[src/rtl/imem_access_ctrl.sv]
// Instruction-memory access controller: loader owns the single-port IMEM in BOOT,
// fetch and loader share it in RUN with a starvation guard for the loader.
module imem_access_ctrl #(
    parameter int                      PC_LENGTH   = 32,
    parameter int                      INST_LENGTH = 32,
    parameter int                      ADDR_WIDTH  = 18,
    parameter int                      STARVE_MAX  = 4,
    parameter logic [INST_LENGTH-1:0]  NOP_INST    = 32'h00000013
) (
    input  logic                    clk,
    input  logic                    rst,
    input  logic                    if_req,
    input  logic [PC_LENGTH-1:0]    if_pc,
    output logic                    if_gnt,
    output logic                    if_valid,
    output logic [INST_LENGTH-1:0]  if_inst,
    output logic                    if_misalign,
    input  logic                    ld_req,
    input  logic [ADDR_WIDTH-1:0]   ld_addr,
    input  logic [INST_LENGTH-1:0]  ld_data,
    output logic                    ld_gnt,
    input  logic                    ld_done,
    output logic                    boot_done,
    output logic                    mem_en,
    output logic                    mem_we,
    output logic [ADDR_WIDTH-1:0]   mem_addr,
    output logic [INST_LENGTH-1:0]  mem_wdata,
    input  logic [INST_LENGTH-1:0]  mem_rdata
);

    localparam int SW = $clog2(STARVE_MAX + 1);

    typedef enum logic [0:0] {
        BOOT = 1'b0,
        RUN  = 1'b1
    } state_t;

    state_t                  state_r;
    logic [SW-1:0]           starve_cnt_r;
    logic                    pending_r;
    logic [INST_LENGTH-1:0]  inst_hold_r;
    logic                    if_valid_r;
    logic                    if_misalign_r;

    logic                    aligned_s;
    logic                    ld_force_s;
    logic                    if_gnt_s;
    logic                    ld_gnt_s;
    logic                    pc_unused_s;

    assign aligned_s   = (if_pc[1:0] == 2'b00);
    assign ld_force_s  = ld_req && (!if_req || (starve_cnt_r == SW'(STARVE_MAX)));
    assign pc_unused_s = ^{if_pc[PC_LENGTH-1:ADDR_WIDTH+2]};

    // Arbitration: loader only in BOOT; in RUN fetch wins unless loader is forced.
    always_comb begin
        if_gnt_s = 1'b0;
        ld_gnt_s = 1'b0;
        if (state_r == BOOT) begin
            ld_gnt_s = ld_req;
        end else begin
            ld_gnt_s = ld_force_s;
            if_gnt_s = if_req && !ld_force_s;
        end
    end

    // Memory port drive: one operation per cycle, misaligned fetches never touch memory.
    always_comb begin
        mem_en    = 1'b0;
        mem_we    = 1'b0;
        mem_addr  = {ADDR_WIDTH{1'b0}};
        mem_wdata = {INST_LENGTH{1'b0}};
        if (ld_gnt_s) begin
            mem_en    = 1'b1;
            mem_we    = 1'b1;
            mem_addr  = ld_addr;
            mem_wdata = ld_data;
        end else if (if_gnt_s && aligned_s) begin
            mem_en   = 1'b1;
            mem_addr = if_pc[ADDR_WIDTH+1:2];
        end else begin
            mem_en = 1'b0;
        end
    end

    // Boot sequencing, loader starvation count and fetch response registers.
    always_ff @(posedge clk) begin
        if (rst) begin
            state_r       <= BOOT;
            starve_cnt_r  <= {SW{1'b0}};
            pending_r     <= 1'b0;
            inst_hold_r   <= {INST_LENGTH{1'b0}};
            if_valid_r    <= 1'b0;
            if_misalign_r <= 1'b0;
        end else begin
            if (state_r == BOOT && ld_done) begin
                state_r <= RUN;
            end else begin
                state_r <= state_r;
            end

            if (state_r == RUN && ld_req && !ld_gnt_s) begin
                if (starve_cnt_r != SW'(STARVE_MAX)) begin
                    starve_cnt_r <= starve_cnt_r + SW'(1);
                end else begin
                    starve_cnt_r <= starve_cnt_r;
                end
            end else begin
                starve_cnt_r <= {SW{1'b0}};
            end

            if_valid_r    <= if_gnt_s;
            if_misalign_r <= if_gnt_s && !aligned_s;
            pending_r     <= if_gnt_s && aligned_s;

            // Capture the read word once it has been presented so if_inst holds it later.
            if (if_gnt_s && !aligned_s) begin
                inst_hold_r <= NOP_INST;
            end else if (pending_r) begin
                inst_hold_r <= mem_rdata;
            end else begin
                inst_hold_r <= inst_hold_r;
            end
        end
    end

    assign if_gnt      = if_gnt_s;
    assign ld_gnt      = ld_gnt_s;
    assign if_valid    = if_valid_r;
    assign if_misalign = if_misalign_r;
    assign if_inst     = pending_r ? mem_rdata : inst_hold_r;
    assign boot_done   = (state_r == RUN);

endmodule

[config.mk]
export PLATFORM = sky130hd
export DESIGN_NAME = imem_access_ctrl
export DESIGN_NICKNAME = d
export VERILOG_FILES = /design/src/rtl/imem_access_ctrl.sv
export SDC_FILE = /design/constraint.sdc
export NUM_CORES = 1
export LEC_CHECK = 0
export CAP_MARGIN = 30
export CORE_UTILIZATION = 29
export CTS_CLUSTER_DIAMETER = 200
export DETAILED_ROUTE_END_ITERATION = 10
export GPL_TIMING_DRIVEN = 0
export MAX_ROUTING_LAYER = met4
export PLACE_DENSITY_LB_ADDON = 0.08
export SYNTH_ARGS = -nofsm -noshare
export SYNTH_HDL_FRONTEND = slang
export SYNTH_SLANG_ARGS = --single-unit
[constraint.sdc]
create_clock -name clk -period 1.8 [get_ports clk]
set_input_delay 0.36 -clock clk [delete_from_list [all_inputs] [get_ports clk]]
set_output_delay 0.36 -clock clk [all_outputs]
set_load 0.01 [all_outputs]
==> results.cfg, run 1 <==
[detailed_routing]
first_iter_violations = 64
vias = 2378
antenna_left = 0
post_drt_wl_per_cell_um = 16.1
drt-total-wl_um = 8280
via_per_inst = 4.62
drc = 15
drt_pass1_iterations = 7

[cts]
numCtsBuffers = 5
clockBufferDepth = 2
clk_pin_slew_ps = 80
clockRootBuffer = clkbuf_8
clock_sinks = 39
clk_latency_ps = 290
cts_htree_levels = 2
cts_tree = done

[setup_path]
path_max_fanout = 4
crit_chain = inv_2, ha_4, and3_4, nor4_4, buf_4, buf_6, buf_6, a22o_1, buf_6
critical_path_required_ps = 1440
cpMostUsedCell = buf_6
cp_slowest_cell = dfxtp_2
crit_start = starve_cnt_r[1]$_SDFFE_PP0N_
crit_path_end_kind = primary output
reg2reg_to = inst_hold_r[6]$_SDFF_PP0_
worstPathArrival_ps = 1780
critPathLaunchType = register
r2r_cells = 8
rrSetupSlack_ps = 190
critPathKind = register to primary output
slowest_delay_ps = 340
r2r_start = starve_cnt_r[1]$_SDFFE_PP0N_
setup.worst_path.end = mem_addr[7]

[power]
p_int_mw = 1.61
switching_share_pct = 25.5
powerDensity_nw_per_um2 = 467
combinationalPowerShare_pct = 32.5
ir_drop_v = 0.000262
p_sw_mw = 0.551
seqPwrFrac_pct = 40.9
clock_power_share_pct = 26.7
static-leakage-power_nw = 2.09

[sta]
min_period_ps = 2140
setup_violations = 53
finClkSkew_ps = 8.04
rsz0062_at_grt = true
fmax_mhz = 466
period_share_pct = 119
relSlewSlack_pct = 80.6
hold_viol = 0
hold_ws_ps = 525
fin_ws_ps = -344
finalMaxSlewViolations = 0
tightest_slew_ps = 291
fin_setup_tns_ps = -10250

[grt]
grt_usage_pct = 23.6
overflow = 0
antenna_found_initial = 0
grt_pass1_vias = 2509
grt_max_degree = 13
grt_pass1_wl_um = 12600

[logic_synthesis]
yosys.area.top_type = dfxtp_1
ys_top_cells_by_area = dfxtp_1, mux2_2, and2_1
ys_warn_count = 0
yosys.area.top_type_share_pct = 40.0
synth-seq-area-share_pct = 40.0
synth-seq-cells = 39
avgSynthCellArea_um2 = 9.75
mappedNetlistArea_um2 = 1950
synth_cells = 200
syn-num-nets = 321
ys_types = 24

[floorplanning]
io_pins = 208
die_area_um2 = 7060
die_height_um = 84.0
start_util_pct = 30.4
die_x_um = 84.0
rows = 29
core-area_um2 = 6420

[job]
maxCapViolations = 0

[placement]
port_buffers = 195
gp_congestion = 0.835
post-place-ws_ps = -959
hpwl_um = 5600
place_area_um2 = 4000

[cells_and_area]
drive_gt1_share_pct = 45.9
layout.nets = 558
antenna_cells = 0
final_area_um2 = 4620
area_delta_synth_final_pct = 137

[run_status]
outcome = finished, violations left
violations = design-rule violations, negative setup slack

[min_path]
hold_depth = 2
hold_path.class = register to register
==> synth_stat cells, drive strengths merged <==
master / count
a21oi: 1
a22o: 18
a31oi: 1
and2: 33
and3: 1
buf: 11
clkbuf: 4
dfxtp: 39
ha: 2
inv: 5
mux2: 32
nand2: 4
nand3: 1
nor2: 8
nor2b: 29
nor3: 2
nor4: 1
o211ai: 1
o21a: 3
o21ai: 1
or2: 2
or4b: 1
==> cells in the final DEF (no fill, tap or decap), types with 2 or more instances in the layout <==
| cell type | netlist | routed |
|---|---|---|
| a22o_1 | 18 | 18 |
| a31oi_4 | 0 | 2 |
| and2_1 | 33 | 21 |
| and2_4 | 0 | 12 |
| buf_16 | 0 | 2 |
| buf_2 | 10 | 37 |
| buf_4 | 1 | 16 |
| buf_6 | 0 | 67 |
| buf_8 | 0 | 7 |
| clkbuf_2 | 0 | 5 |
| clkbuf_8 | 0 | 5 |
| clkdlybuf4s50_1 | 0 | 107 |
| dfxtp_1 | 39 | 35 |
| dfxtp_2 | 0 | 3 |
| inv_2 | 0 | 4 |
| mux2_2 | 27 | 6 |
| mux2_4 | 0 | 25 |
| nand2_1 | 4 | 3 |
| nor2_1 | 8 | 8 |
| nor2b_1 | 29 | 29 |
| nor3_1 | 2 | 2 |
| o21a_1 | 3 | 3 |
| or2_4 | 0 | 2 |
==> logic make-up after synthesis <==
group	synth area share (%)
AO/OA/AOI/OAI	10.8
adder cells (fa/ha/maj)	1.28
buffers and inverters	4.68
flip-flops	40.0
multiplexers	18.5
AND/OR/NAND/NOR	24.8
==> registers in the layout (all words and copies together) (netlist names) <==
register	count
boot_done	1
if_valid	1
if_misalign	1
starve_cnt_r	3
inst_hold_r	32
pending_r	1
==> layer usage <==
metal  global-route usage (%)  up-vias  wire length, um
met2                     42.1      113             4380
met4                     6.90        0              124
met3                     5.54       12              557
met5                        -        -                0
li1                         -     1148                -
met1                     26.0     1105             3220
==> worst min-delay path by stage <==
stage,startpoint,to,slack [ps]
2_1_floorplan,starve_cnt_r[0]$_SDFFE_PP0N_,starve_cnt_r[0]$_SDFFE_PP0N_,420
3_3_place_gp,starve_cnt_r[0]$_SDFFE_PP0N_,starve_cnt_r[0]$_SDFFE_PP0N_,430
3_5_place_dp,starve_cnt_r[0]$_SDFFE_PP0N_,starve_cnt_r[0]$_SDFFE_PP0N_,450
4_1_cts,starve_cnt_r[0]$_SDFFE_PP0N_,starve_cnt_r[0]$_SDFFE_PP0N_,500
5_1_grt,starve_cnt_r[0]$_SDFFE_PP0N_,starve_cnt_r[0]$_SDFFE_PP0N_,540
6_report,starve_cnt_r[0]$_SDFFE_PP0N_,starve_cnt_r[0]$_SDFFE_PP0N_,520
==> through the flow <==
step / power, mW / utilization [%] / cells
2_1_floorplan: 1.08 / - / 200
3_3_place_gp: 1.52 / 62.3 / 472
4_1_cts: 2.13 / 70.0 / 511
5_1_grt: 2.25 / 72.0 / 515
6_report: 2.16 / 72.0 / 515
3_5_place_dp: 1.52 / 62.3 / 472
==> critical path: cells and delay by family (launching register included) <==
kind / cells / cell delay [ps]
adders and majority gates: 1 / 170
buffers and inverters: 5 / 540
AOI/OAI and AO/OA: 1 / 140
DFF: 1 / 340
and+or+nand+nor: 2 / 320
==> what timing repair did <==
action                     in CTS  in global routing
setup endpoints to repair      96                102
pin swaps                      12                  6
cloned                          9                  0
hold buffers                    0                  0
resized for setup             361                155
buffers inserted               23                 13
==> cell type report <==
type                    count  area, um^2
repair buffers            234        2240
clock buffers               6        72.6
fillers                   508        1800
multi-input cells         142        1280
flip-flops and latches     39         788
clock inverters             2        12.5
well taps                  77        96.3
plain buffers              10         114
inverters                   5        18.8
==> power by group through the flow <==
stage / Sequential [mW] / Combinational, mW / Clock (mW)
floorplan: 0.901 / 0.181 / 0
global placement: 0.900 / 0.615 / 0
detailed placement: 0.901 / 0.619 / 0
CTS: 0.882 / 0.657 / 0.592
global route: 0.883 / 0.743 / 0.623
finish: 0.882 / 0.700 / 0.576
(Power assumes the default switching activity.)
==> inputs of run 2 (changes only) <==
- CORE_ASPECT_RATIO: unset -> 0.7
==> results.cfg, run 2 (synthesized netlist as in run 1, its figures left out) <==
[cells_and_area]
largest_reg_flops = 32
max_flop_register = inst_hold_r
final_common_cell = clkdlybuf4s50_1
area_delta_synth_final_pct = 158
final_cell_mix = clkdlybuf4s50_1, buf_6, dfxtp_1
drive_gt1_share_pct = 52.8
final_cells = 558
reg.largest.list = inst_hold_r x32, starve_cnt_r x3
layout.nets = 586

[run_status]
outcome = finished, violations left
violations = negative setup slack

[placement]
port_buffers = 195
hpwl_um = 5720
gp_congestion = 0.834
dp.cells = 486

[setup_path]
crit_path_end_kind = primary output
path_max_fanout = 4
slowest_delay_ps = 390
cp_slowest_cell = nor4_4
cpMostUsedCell = buf_6
critPathKind = input pin to primary output
critical_path_required_ps = 1440
worstPathArrival_ps = 1970
critPathLaunchType = input pin
crit_chain = dlygate4sd2_1, nand2_1, nor4_4, buf_4, buf_6, buf_6, a22o_1, buf_2

[detailed_routing]
first_iter_violations = 98
antenna_left = 0
via_per_inst = 4.49
drc = 0
post_drt_wl_per_cell_um = 16.5
drt-total-wl_um = 9190
drt_pass1_iterations = 4
vias = 2505

[cts]
clockRootBuffer = clkbuf_8
cts_htree_levels = 2
clock_sinks = 39
clockBufferDepth = 2
clk_latency_ps = 280
clk_pin_slew_ps = 80
cts_tree = done
numCtsBuffers = 5
postCtsHoldBufs = 0

[sta]
fmax_mhz = 429
hold_viol = 0
min_period_ps = 2330
tightest_slew_ps = 377
hold_ws_ps = 477
finalMaxSlewViolations = 0
setup_violations = 61
fin_setup_tns_ps = -19850
rsz0062_at_grt = true
period_share_pct = 129
fin_ws_ps = -530
relSlewSlack_pct = 74.7
finClkSkew_ps = 7.04

[power]
static-leakage-power_nw = 2.30
powerDensity_nw_per_um2 = 447
ir_drop_v = 0.000300

[grt]
overflow = 0
grt_pass1_vias = 2794
grt_pass1_wl_um = 13600
grt_usage_pct = 25.4
antenna_found_initial = 1
grt_max_degree = 20

[job]
maxCapViolations = 0

[floorplanning]
die_x_um = 100
core-area_um2 = 6370
rows = 24
io_pins = 208
die_height_um = 70.6
die_area_um2 = 7060
start_util_pct = 30.6

[min_path]
hold_path.class = input pin to register
-- run 2: final timing paths --
check        slack, ps                          from  cells past startpoint                      endpoint
max               -530                        if_req                      8                   mem_addr[8]
min                480                      if_pc[1]                      3        if_misalign$_SDFF_PP0_
max reg2reg         60  starve_cnt_r[1]$_SDFFE_PP0N_                      9  starve_cnt_r[1]$_SDFFE_PP0N_
min reg2reg        510  starve_cnt_r[0]$_SDFFE_PP0N_                      2  starve_cnt_r[0]$_SDFFE_PP0N_
-- run 2: area by class of cell --
type                            instances  area (um^2)
Timing Repair Buffer                  262         2590
Buffer                                 10          108
Multi-Input combinational cell        142         1330
Fill cell                             414         1330
Clock inverter                          2         12.5
Sequential cell                        39          788
Tap cell                               91          114
Antenna cell                            1         2.50
Clock buffer                            6         72.6
Inverter                                5         18.8
-- run 2: per-stage QoR --
stage          setup slack, ps  total power [mW]  area [um^2]  util [%]
2_1_floorplan             52.0              1.08         1950         -
6_report                  -530              2.25         5030      79.1
4_1_cts                   -543              2.20         4760      74.7
5_1_grt                   -592              2.35         5030      79.1
3_5_place_dp              -884              1.52         4020      63.1
3_3_place_gp              -835              1.51         4020      63.1
-- run 2: routing by layer --
metal  track usage [%]  share of wire, %  vias to the layer above
met3              4.55               4.5                       14
met4              5.80               1.7                        0
met2              46.7                53                      103
met1              28.6                40                     1181
met5                 -                 0                        -
li1                  -                 -                     1207
-- run 2: timing repair --
item	CTS	global route
setup buffers	51	16
hold endpoints to repair	0	0
setup endpoints to repair	96	83
gates cloned	8	0
gates resized for setup	485	75
pin swaps	32	24
-- run 2: critical path: cells and delay by family --
kind,cells,cell delay [ps]
buffers and inverters,5,900
AOI/OAI and AO/OA,1,130
and+or+nand+nor,2,580
-- run 2: power by group --
part           internal, mW  switching [mW]
sequential            0.875         0.00838
clock                 0.271           0.305
combinational         0.530           0.263
total                  1.68           0.576
==> inputs of run 3 (changes only) <==
- PLACE_DENSITY: unset -> 0.82
- PLACE_DENSITY_LB_ADDON: 0.08 -> unset
==> results.cfg, run 3 (synthesized netlist as in run 1, its figures left out) <==
[run_status]
outcome = finished, violations left
violations = negative setup slack

[floorplanning]
start_util_pct = 30.6
io_pins = 208
die_x_um = 100
die_area_um2 = 7060
die_height_um = 70.6
core-area_um2 = 6370
rows = 24

[sta]
period_share_pct = 127
tightest_slew_ps = 273
setup_violations = 56
fmax_mhz = 436
rsz0062_at_grt = true
hold_viol = 0
relSlewSlack_pct = 81.7
min_period_ps = 2290
finClkSkew_ps = 6.33
fin_ws_ps = -495
finalMaxSlewViolations = 0
fin_setup_tns_ps = -17740

[grt]
overflow = 0
grt_usage_pct = 25.1
grt_max_degree = 13
grt_pass1_vias = 2517
antenna_found_initial = 0
grt_pass1_wl_um = 13100

[setup_path]
rrSetupSlack_ps = 210
critPathKind = register to primary output
r2r_start = starve_cnt_r[1]$_SDFFE_PP0N_
crit_path_end_kind = primary output
worstPathArrival_ps = 1930
r2r_cells = 9
reg2reg_to = pending_r$_SDFF_PP0_
path_max_fanout = 4
critical_path_required_ps = 1440
critPathLaunchType = register

[placement]
hpwl_um = 5870
port_buffers = 195
gp_congestion = 0.854

[power]
power_mw = 2.14
p_int_mw = 1.58
switching_share_pct = 26.0
powerDensity_nw_per_um2 = 470
clock_power_share_pct = 27.3
seqPwrFrac_pct = 41.2
static-leakage-power_nw = 2.08
ir_drop_v = 0.000297
combinationalPowerShare_pct = 31.5
p_sw_mw = 0.555

[cts]
cts_htree_levels = 2
clock_sinks = 39
clk_pin_slew_ps = 70
clockRootBuffer = clkbuf_8
clk_latency_ps = 290
cts_tree = done
postCtsHoldBufs = 0
numCtsBuffers = 5
clockBufferDepth = 2

[detailed_routing]
drc = 0
first_iter_violations = 60
post_drt_wl_per_cell_um = 16.7
drt-total-wl_um = 8850
drt_pass1_iterations = 4
vias = 2400
antenna_left = 0
via_per_inst = 4.52

[cells_and_area]
final_common_cell = clkdlybuf4s50_1
max_flop_register = inst_hold_r
antenna_cells = 0
largest_reg_flops = 32
final_cell_mix = clkdlybuf4s50_1, buf_6, buf_2
layout.nets = 560
drive_gt1_share_pct = 43.0
reg.largest.list = inst_hold_r x32, starve_cnt_r x3
area_delta_synth_final_pct = 133

[min_path]
hold_path.class = register to register
hold_depth = 2
hold_end = starve_cnt_r[0]$_SDFFE_PP0N_
hp-start = starve_cnt_r[0]$_SDFFE_PP0N_

[job]
maxCapViolations = 0
## run 3: cell types whose count changed in the layout (fill, tap and decap cells not counted), sizes merged
cell | previous run | this run
buf | 161 | 126
clkbuf | 7 | 12
dlygate4sd2 | 2 | 5
a31oi | 2 | 1
clkdlybuf4s15 | 1 | 2
clkdlybuf4s50 | 106 | 107
diode | 1 | 0
## run 3: metrics by stage
step | setup WS, ps | hold slack [ps] | utilization [%] | instances | cell area [um^2]
6_report | -495 | 516 | 71.4 | 531 | 4550
5_1_grt | -565 | 529 | 71.4 | 531 | 4550
4_1_cts | -498 | 512 | 73.0 | 531 | 4650
3_5_place_dp | -838 | 450 | 63.1 | 486 | 4020
3_3_place_gp | -806 | 437 | 63.1 | 486 | 4020
2_1_floorplan | 52.0 | 417 | - | 200 | 1950
## run 3: timing repair
| item | 4_1_cts | 5_1_grt |
|---|---|---|
| pin swaps | 12 | 15 |
| resized for setup | 379 | 86 |
| endpoints found under the setup margin | 96 | 97 |
| buffers inserted | 32 | 8 |
| gates cloned | 7 | 1 |
## run 3: how the worst max path moves through the flow
stage                                       startpoint           end  slack (ps)  cells after the start
after CTS                 starve_cnt_r[1]$_SDFFE_PP0N_   mem_addr[7]        -500                      9
after global placement                          ld_req  mem_wdata[6]        -810                      6
after detailed placement                        if_req   mem_addr[7]        -840                      6
final                     starve_cnt_r[1]$_SDFFE_PP0N_   mem_addr[7]        -490                      9
after floorplan           starve_cnt_r[0]$_SDFFE_PP0N_   mem_addr[0]          50                      6
after global routing      starve_cnt_r[1]$_SDFFE_PP0N_   mem_addr[5]        -570                     10
## run 3: power by group through the flow
stage	clock network (mW)	registers, mW	logic [mW]
floorplan	0	0.901	0.181
global placement	0	0.900	0.613
detailed placement	0	0.901	0.619
CTS	0.599	0.881	0.663
global route	0.648	0.883	0.712
finish	0.584	0.881	0.673
## run 3: routing by layer
metal | vias to the layer above | GRT usage (%) | routed length [um]
met5 | - | - | 0
met1 | 1133 | 29.8 | 3830
met4 | 0 | 6.28 | 112
met2 | 106 | 42.1 | 4280
met3 | 12 | 6.92 | 627
li1 | 1149 | - | -
## run 3: final cells by class
class	instances	area [um^2]
timing repair buffer	237	2220
fill	487	1820
multi-input combinational	141	1220
sequential	39	787
tap	91	114
buffer	10	108
clock buffer	6	72.6
inverter	5	18.8
clock inverter	2	12.5
## run 3: critical path, cell delays in order (launching register included)
cell and delay (ps):
dfxtp_2 340, inv_2 40, ha_4 160, and3_4 180
nor4_4 190, buf_4 200, buf_6 120, buf_6 100
a22o_1 160, buf_2 150
